--- src/rtl/multicycle_control_if.sv ---
// rtl/multicycle_control_if.sv - fetch, data-memory and datapath-control bundle for multicycle_control
interface multicycle_control_if #(
    parameter int OPW    = 4,
    parameter int ALUOPW = 4
);
    logic              start;
    logic              instr_valid;
    logic [OPW-1:0]    opcode;
    logic              equal;
    logic              mem_ack;
    logic              instr_req;
    logic              reg_dst;
    logic              alu_src;
    logic              mem_to_reg;
    logic [ALUOPW-1:0] alu_op;
    logic              mem_req;
    logic              mem_write;
    logic              reg_write;
    logic              pc_en;
    logic              branch_taken;
    logic              illegal;
    logic              busy;
    logic              done;

    modport master (
        input  start, instr_valid, opcode, equal, mem_ack,
        output instr_req, reg_dst, alu_src, mem_to_reg, alu_op, mem_req, mem_write,
               reg_write, pc_en, branch_taken, illegal, busy, done
    );

    modport slave (
        output start, instr_valid, opcode, equal, mem_ack,
        input  instr_req, reg_dst, alu_src, mem_to_reg, alu_op, mem_req, mem_write,
               reg_write, pc_en, branch_taken, illegal, busy, done
    );
endinterface

--- src/rtl/multicycle_control.sv ---
// rtl/multicycle_control.sv - FETCH/DECODE/EXEC/MEM/WB control FSM; CTRL_PERF_CNT_EN adds instr_cnt/stall_cnt
module multicycle_control #(
    parameter int OPW    = 4,
    parameter int ALUOPW = 4
) (
    input  logic                 clk,
    input  logic                 reset_n,
    multicycle_control_if.master bus
`ifdef CTRL_PERF_CNT_EN
    ,
    output logic [31:0]          instr_cnt,
    output logic [31:0]          stall_cnt
`endif
);
    typedef enum logic [2:0] {
        S_IDLE, S_FETCH, S_DECODE, S_EXEC, S_MEM, S_WB, S_DONE
    } state_t;

    state_t         state, state_nx;
    logic [OPW-1:0] op_q;
    logic           illegal_q;
    logic [3:0]     op4;
    logic           op_bad;
    logic           is_halt, is_nop, is_sw, is_lw, is_bne, is_beq, is_cmp;
    logic           active, start_ok;
    logic           rd_c, as_c, mtr_c;
    logic [3:0]     aop_c;
    logic           instr_req_c, mem_req_c, mem_write_c, reg_write_c, pc_en_c, bt_c;

    assign op4 = op_q[3:0];

    // Any opcode bit above the 16-entry ISA makes the instruction illegal.
    if (OPW > 4) begin : g_wide
        assign op_bad = |op_q[OPW-1:4];
    end else begin : g_narrow
        assign op_bad = 1'b0;
    end

    assign is_halt = !op_bad && (op4 == 4'hF);
    assign is_nop  = op_bad || (op4 == 4'hE);
    assign is_bne  = !op_bad && (op4 == 4'h8);
    assign is_beq  = !op_bad && (op4 == 4'h9);
    assign is_sw   = !op_bad && (op4 == 4'hB);
    assign is_lw   = !op_bad && (op4 == 4'hC);
    assign is_cmp  = !op_bad && (op4 == 4'hD);

    assign active   = (state == S_DECODE) || (state == S_EXEC) || (state == S_MEM) || (state == S_WB);
    assign start_ok = ((state == S_IDLE) || (state == S_DONE)) && bus.start;

    always_comb begin
        rd_c  = 1'b0;
        as_c  = 1'b0;
        mtr_c = 1'b0;
        aop_c = op4;
        if (is_nop) begin
            aop_c = 4'hF;
        end else begin
            case (op4)
                4'h0, 4'h3, 4'h4, 4'h5, 4'h6: rd_c = 1'b1;
                4'h1, 4'h2: begin
                    rd_c = 1'b1;
                    as_c = 1'b1;
                end
                4'h7, 4'hA, 4'hB: as_c = 1'b1;
                4'hC: begin
                    as_c  = 1'b1;
                    mtr_c = 1'b1;
                end
                default: ;
            endcase
        end
    end

    always_ff @(posedge clk or negedge reset_n) begin
        if (!reset_n) begin
            state     <= S_IDLE;
            op_q      <= '0;
            illegal_q <= 1'b0;
        end else begin
            state <= state_nx;
            if (state == S_FETCH && bus.instr_valid) op_q <= bus.opcode;
            if (start_ok) illegal_q <= 1'b0;
            else if (state == S_DECODE && op_bad) illegal_q <= 1'b1;
        end
    end

    always_comb begin
        state_nx    = state;
        instr_req_c = 1'b0;
        mem_req_c   = 1'b0;
        mem_write_c = 1'b0;
        reg_write_c = 1'b0;
        pc_en_c     = 1'b0;
        bt_c        = 1'b0;
        case (state)
            S_IDLE, S_DONE: if (bus.start) state_nx = S_FETCH;
            S_FETCH: begin
                instr_req_c = 1'b1;
                if (bus.instr_valid) state_nx = S_DECODE;
            end
            S_DECODE: state_nx = is_halt ? S_DONE : S_EXEC;
            S_EXEC: begin
                if (is_nop || is_bne || is_beq || is_cmp) begin
                    pc_en_c  = 1'b1;
                    bt_c     = (is_beq && bus.equal) || (is_bne && !bus.equal);
                    state_nx = S_FETCH;
                end else if (is_lw || is_sw) begin
                    state_nx = S_MEM;
                end else begin
                    state_nx = S_WB;
                end
            end
            S_MEM: begin
                mem_req_c   = 1'b1;
                mem_write_c = is_sw;
                if (bus.mem_ack) begin
                    pc_en_c  = is_sw;
                    state_nx = is_sw ? S_FETCH : S_WB;
                end
            end
            S_WB: begin
                reg_write_c = 1'b1;
                pc_en_c     = 1'b1;
                state_nx    = S_FETCH;
            end
            default: state_nx = S_IDLE;
        endcase
    end

    assign bus.instr_req    = instr_req_c;
    assign bus.reg_dst      = active && rd_c;
    assign bus.alu_src      = active && as_c;
    assign bus.mem_to_reg   = active && mtr_c;
    assign bus.alu_op       = active ? ALUOPW'(aop_c) : '0;
    assign bus.mem_req      = mem_req_c;
    assign bus.mem_write    = mem_write_c;
    assign bus.reg_write    = reg_write_c;
    assign bus.pc_en        = pc_en_c;
    assign bus.branch_taken = bt_c;
    assign bus.illegal      = illegal_q;
    assign bus.busy         = (state != S_IDLE) && (state != S_DONE);
    assign bus.done         = (state == S_DONE);

`ifdef CTRL_PERF_CNT_EN
    always_ff @(posedge clk or negedge reset_n) begin
        if (!reset_n) begin
            instr_cnt <= '0;
            stall_cnt <= '0;
        end else if (start_ok) begin
            instr_cnt <= '0;
            stall_cnt <= '0;
        end else begin
            if (pc_en_c || (state == S_DECODE && is_halt)) instr_cnt <= instr_cnt + 32'd1;
            if ((state == S_FETCH && !bus.instr_valid) || (state == S_MEM && !bus.mem_ack))
                stall_cnt <= stall_cnt + 32'd1;
        end
    end
`endif
endmodule

--- src/flat_wrapper.sv ---
// flat-port wrapper written by rule: the top's interface ports become plain ports
module multicycle_control_flat 
#(
    parameter int OPW    = 4,
    parameter int ALUOPW = 4
)
  (clk, reset_n, bus_start, bus_instr_valid, bus_opcode, bus_equal, bus_mem_ack, bus_instr_req, bus_reg_dst, bus_alu_src, bus_mem_to_reg, bus_alu_op, bus_mem_req, bus_mem_write, bus_reg_write, bus_pc_en, bus_branch_taken, bus_illegal, bus_busy, bus_done);
  multicycle_control_if #(.OPW(OPW), .ALUOPW(ALUOPW)) bus_i ();
  input  logic clk;
  input  logic reset_n;
  input wire logic [$bits(bus_i.start)-1:0] bus_start;
  input wire logic [$bits(bus_i.instr_valid)-1:0] bus_instr_valid;
  input wire logic [$bits(bus_i.opcode)-1:0] bus_opcode;
  input wire logic [$bits(bus_i.equal)-1:0] bus_equal;
  input wire logic [$bits(bus_i.mem_ack)-1:0] bus_mem_ack;
  output wire logic [$bits(bus_i.instr_req)-1:0] bus_instr_req;
  output wire logic [$bits(bus_i.reg_dst)-1:0] bus_reg_dst;
  output wire logic [$bits(bus_i.alu_src)-1:0] bus_alu_src;
  output wire logic [$bits(bus_i.mem_to_reg)-1:0] bus_mem_to_reg;
  output wire logic [$bits(bus_i.alu_op)-1:0] bus_alu_op;
  output wire logic [$bits(bus_i.mem_req)-1:0] bus_mem_req;
  output wire logic [$bits(bus_i.mem_write)-1:0] bus_mem_write;
  output wire logic [$bits(bus_i.reg_write)-1:0] bus_reg_write;
  output wire logic [$bits(bus_i.pc_en)-1:0] bus_pc_en;
  output wire logic [$bits(bus_i.branch_taken)-1:0] bus_branch_taken;
  output wire logic [$bits(bus_i.illegal)-1:0] bus_illegal;
  output wire logic [$bits(bus_i.busy)-1:0] bus_busy;
  output wire logic [$bits(bus_i.done)-1:0] bus_done;
  assign bus_i.start = bus_start;
  assign bus_i.instr_valid = bus_instr_valid;
  assign bus_i.opcode = bus_opcode;
  assign bus_i.equal = bus_equal;
  assign bus_i.mem_ack = bus_mem_ack;
  assign bus_instr_req = bus_i.instr_req;
  assign bus_reg_dst = bus_i.reg_dst;
  assign bus_alu_src = bus_i.alu_src;
  assign bus_mem_to_reg = bus_i.mem_to_reg;
  assign bus_alu_op = bus_i.alu_op;
  assign bus_mem_req = bus_i.mem_req;
  assign bus_mem_write = bus_i.mem_write;
  assign bus_reg_write = bus_i.reg_write;
  assign bus_pc_en = bus_i.pc_en;
  assign bus_branch_taken = bus_i.branch_taken;
  assign bus_illegal = bus_i.illegal;
  assign bus_busy = bus_i.busy;
  assign bus_done = bus_i.done;
  multicycle_control #(.OPW(OPW), .ALUOPW(ALUOPW)) u_core (.clk(clk), .reset_n(reset_n), .bus(bus_i));
endmodule
--- config.mk ---
export PLATFORM = sky130hd
export DESIGN_NAME = multicycle_control_flat
export DESIGN_NICKNAME = d
export VERILOG_FILES = /design/src/rtl/multicycle_control_if.sv /design/src/rtl/multicycle_control.sv /design/src/flat_wrapper.sv
export SDC_FILE = /design/constraint.sdc
export NUM_CORES = 1
export LEC_CHECK = 0
export BUFFER_PORTS_ARGS = -buffer_cell sky130_fd_sc_hd__buf_4
export CORE_MARGIN = 2
export CORE_UTILIZATION = 48
export DETAILED_ROUTE_END_ITERATION = 7
export GPL_ROUTABILITY_DRIVEN = 0
export HOLD_SLACK_MARGIN = 0.12
export PLACE_DENSITY = 0.75
export SETUP_SLACK_MARGIN = 0.4
export SKIP_LAST_GASP = 1
export SLEW_MARGIN = 20
export SYNTH_ARGS = -nofsm -noshare
export SYNTH_HDL_FRONTEND = slang
export SYNTH_SLANG_ARGS = --single-unit
--- constraint.sdc ---
create_clock -name clk -period 1.6 [get_ports clk]
set_input_delay 0.16 -clock clk [delete_from_list [all_inputs] [get_ports clk]]
set_output_delay 0.16 -clock clk [all_outputs]
set_load 0.01 [all_outputs]
==> run metrics, run 1 <==
outcome aborted with a tool error; failing step clock tree synthesis; error msg [ERROR DPL-0033] detailed placement checks failed during check placement.; top cells by area in the synthesized netlist dfrtp_1 (25%), mux2_2 (6.3%), nor2b_1 (6.1%); Seq cells post-synth 7; HPWL after DPL ~1.3 mm; synthesized net count 99; most common flop cell mapped by yosys dfrtp_1; number of hold buffers added after cts 2; Buffers on Ports 24; share of the yosys chip area belonging to registers between 20% and 30%; synthesized area per cell between 8 and 9 um2; synthesized-area fraction occupied by ao, oa, aoi and oai cells between 10% and 20%; root buffer selected by CTS clkbuf_4; clk sink count 7; mapped cell area just over 700 um2; fraction of synthesized cell area in xor and xnor cells approximately 4.9%; Synth area leader dfrtp_1; Synth Area in Simple Gates between 30% and 40%; top-area cell type share of the netlist area 24.5%; Boundary Pins 26; PostCTS Resize Cnt 25; horizontal die dimension 42.6 um; dominant combinational cell family by area after synthesis simple AND/OR/NAND/NOR gates; post-synthesis cell type count 38; height of the chip around 43 um; number of synthesized flops with an enable pin 0; synthesized instance count a little under 90; row cnt 13; Warnings, synthesis 0; post-synthesis mux area share between 7 and 8%; maximum clock path buffer count 2; proportion of register bits with asynchronous set or reset after synthesis 100%; number of CTS-inserted buffers 3; initial cell density of the core around 53%; H-tree Lvls 1; post-synthesis adder-cell area fraction approximately 3.5%; number of buffers inserted to repair setup after CTS 22
==> stage by stage <==
| step | cells | cell area, um2 | worst slack, ns | hold WS [ns] | util (%) |
|---|---|---|---|---|---|
| floorplan | 87 | 826 | 0.236 | -0.136 | - |
| global placement | 125 | 1030 | 0.0703 | -0.0253 | 76.4 |
| detailed placement | 125 | 1030 | 0.0238 | -0.0252 | 76.4 |
==> cells in the mapped netlist (2+ instances only) <==
master    number
a21oi_1        3
a31oi_1        2
and2_1         2
buf_2          4
buf_6          2
dfrtp_1        7
ha_1           2
inv_1          4
mux2_2         4
nand2_1        6
nand2b_1       4
nor2_1         8
nor2b_1        7
nor3_1         3
o21ai_0        3
xnor2_1        4
==> logic make-up after synthesis <==
family / after synthesis
fa+ha+maj: 2
other cells: 1
mux: 5
flops: 7
buf+inv: 12
xor+xnor: 4
compound gates: 17
simple gates: 39
==> run 2: changes to the inputs <==
- CORE_AREA: default -> 2 2 63 65
- CORE_MARGIN: 2 -> default
- CORE_UTILIZATION: 48 -> default
- DIE_AREA: default -> 0 0 65 67
- HOLD_SLACK_MARGIN: 0.12 -> default
- PLACE_DENSITY: 0.75 -> default
- PLACE_DENSITY_LB_ADDON: default -> 0.15
- SETUP_SLACK_MARGIN: 0.4 -> default
==> run metrics, run 2 <==
outcome complete, but fails checks; failing checks setup timing; IR drop worst, VDD 0.769 mV; sum of routed wire length over all layers 2.11 mm; final number of max-transition violations 0; maximum clock path buffer count 2 (unchanged); part of the total power dissipated in combinational logic between 70% and 80%; row cnt 22 (+9); most used standard cell by instance count after synthesis nor2_1; net count reported at finish about 150; shortest clock period the worst path allows after layout 1.62 ns; hold slack final roughly 0.15 ns; proportion of register bits with asynchronous set or reset after synthesis 100% (unchanged); drt initial violations 19; average wire per standard cell ~12 um; number of synthesized flops with an enable pin 0 (unchanged); worst-path fanout max 5; Boundary Pins 26 (unchanged); unrepaired setup endpoints after global routing true; most frequent cells in the layout buf_4 (45), nor2_1 (8), nand2_1 (5); clock-pin slew of the registers on the worst-case setup and hold paths around 0.040 ns; Ant. Diodes 0; global-route wire length before repair 3.13 mm; commonest cells in the synthesized netlist nor2_1 (8), dfrtp_1 (7), nor2b_1 (7), nand2_1 (6); net switching power 0.00119 W; required time at the endpoint of the critical path ~1.4 ns; cell at the slowest stage of the critical path dfrtp_1; root buffer selected by CTS clkbuf_8; proportion of power drawn by the clock network slightly below 9%; Buffers on Ports 24 (unchanged); Warnings, synthesis 0 (unchanged); final setup fails 2; signal arrival time at the worst endpoint 1.46 ns; highest-utilization routing layer at the global route stage met2; relative contribution of sequential cells to total power between 10% and 20%; M2 GR Usage approximately 16%; depth of the most critical reg-to-reg path 5; number of CTS-inserted buffers 3 (unchanged); DRC violations left 0; Critical Path Stages 5; post-route antenna net violation count 0; CP Cell Sequence nor2b_2 > xnor2_2 > a31oi_4 > a21oi_2 > buf_4; Worst Setup Start Kind flip-flop; initial antenna violation count 0; Top delay family on crit path flip-flops; critical path type flip-flop to output port; Vias 790; top-area cell type share of the netlist area 24.5% (unchanged); kind of end point of the critical path output port; flip-flop count of the largest register after layout 4; most common flop cell mapped by yosys dfrtp_1; pin count of the biggest net entering global routing 13; Min-Delay Path Class input port to flip-flop; PD cells 2180 nW/um2; highest achievable clock rate between 600 and 700 MHz; buffers plus inverters on the worst setup path 1; internal cell power 0.00164 W; leakage power a little under 0.6 nW; Fin. Hold Viols 0; number of instances on the worst hold path 2; switching part of the total roughly two fifths; top cells by area in the synthesized netlist dfrtp_1 (25%), mux2_2 (6.3%), nor2b_1 (6.1%); share of the yosys chip area belonging to registers 24.5% (unchanged); via-per-instance ratio ~4.4; H-tree Lvls 1 (unchanged); most common cell after layout, fill and taps aside buf_4; final clock skew about 0.0018 ns; initial cell density of the core 19.8% (-33 points); height of the chip 67 um (+57%); Area growth syn-to-layout 81.3%; min setup slack post-route -0.0166 ns; post-synthesis cell type count 38 (unchanged); Die ar. about 4400 um2; clock latency on the worst-skew pair around 0.23 ns; synthesized area per cell 8.21 um2 (unchanged); clk sink count 7 (unchanged); synthesized instance count 87 (unchanged); total congestion overflow 0; Synth area leader dfrtp_1; share of final-layout standard cells stronger than drive strength 1 a little over three fifths; pre-CTS setup slack 0.00688 ns (-0.0169 ns); Seq cells post-synth 7 (unchanged); post-route fraction of the period consumed by the critical path 101%; fraction of met3 tracks used by global routing 1.86%; clock tree from TritonCTS done; core box area between 3000 and 4000 um2; number of maximum-capacitance violations 0; total iterations of the first detailed-routing run 4; vias in the first global route ~740; grt met1 use around 11%; HPWL after DPL 1.54 mm (+14%); synthesized net count 99 (unchanged); horizontal die dimension 65 um (+53%); mapped cell area 714 um2 (unchanged); Global Route Usage Sum 9.18%; maximum single-stage delay on the critical path 0.42 ns
## run 2: area by class of cell
cell class                      count  area (um2)
Inverter                            4        15.0
Clock inverter                      1        5.00
Clock buffer                        3        41.3
Fill cell                         392        2310
Sequential cell                     7         180
Multi-Input combinational cell     68         601
Tap cell                           48        60.1
Timing Repair Buffer               50         393
## run 2: path summary, 6_finish.rpt
check	from	to	slack (ns)
max	u_core.op4[2]$_DFFE_PN0P_	bus_pc_en	-0.02
min in group asynchronous	reset_n	u_core.op4[1]$_DFFE_PN0P_	0.28
min	bus_start	u_core.state[1]$_DFFE_PN0P_	0.15
max in group asynchronous	reset_n	u_core.op4[3]$_DFFE_PN0P_	1.18
max reg2reg	u_core.state[2]$_DFFE_PN0P_	u_core.state[0]$_DFFE_PN0P_	0.06
min reg2reg	u_core.op4[1]$_DFFE_PN0P_	u_core.op4[1]$_DFFE_PN0P_	0.62
## run 2: timing repair
item / in CTS / in global routing
gates resized for setup: 13 / 22
hold endpoints to repair: 7 / 0
hold buffers: 1 / 0
endpoints found under the setup margin: 11 / 12
pin swaps: 2 / 7
buffers inserted: 5 / 7
## run 2: cells by family after synthesis
kind of cell / count (synthesis) / synth area share [%]
AND/OR/NAND/NOR: 39 / 31.9
XOR/XNOR: 4 / 4.90
adder cells (fa/ha/maj): 2 / 3.50
AO/OA/AOI/OAI: 17 / 17.3
buffers and inverters: 12 / 9.63
flip-flops: 7 / 24.5
multiplexers: 5 / 7.71
other: 1 / 0.525
## run 2: metrics by stage
step	power [W]	std cells	utilization, %	TNS (ns)	area (um2)
6_report	0.00283	181	35.9	-0.0218	1290
5_1_grt	0.00304	181	35.9	-0.388	1290
4_1_cts	0.00247	174	32.1	-0.0338	1160
3_5_place_dp	0.00200	164	28.1	0	1010
3_3_place_gp	0.00201	164	28.1	0	1010
2_1_floorplan	0.00140	87	-	0	728
## run 2: worst reg2reg max path: stages (launching register included)
cell	delay, ns
dfrtp_2	0.42
buf_6	0.13
buf_4	0.13
or4_4	0.42
a41oi_2	0.23
o31ai_2	0.09
## run 2: power groups by stage
stage / Combinational [W] / Clock [W] / Sequential, W
floorplan: 0.00108 / 0 / 0.000321
global placement: 0.00155 / 0 / 0.000460
detailed placement: 0.00155 / 0 / 0.000456
CTS: 0.00174 / 0.000259 / 0.000472
global route: 0.00231 / 0.000269 / 0.000460
finish: 0.00213 / 0.000247 / 0.000445
## run 2: metal layers
metal / up-vias / routed length, um
met5: - / 0
met4: 0 / 15
met3: 4 / 71
met2: 15 / 1110
met1: 371 / 913
li1: 400 / -
(Power assumes the default switching activity.)
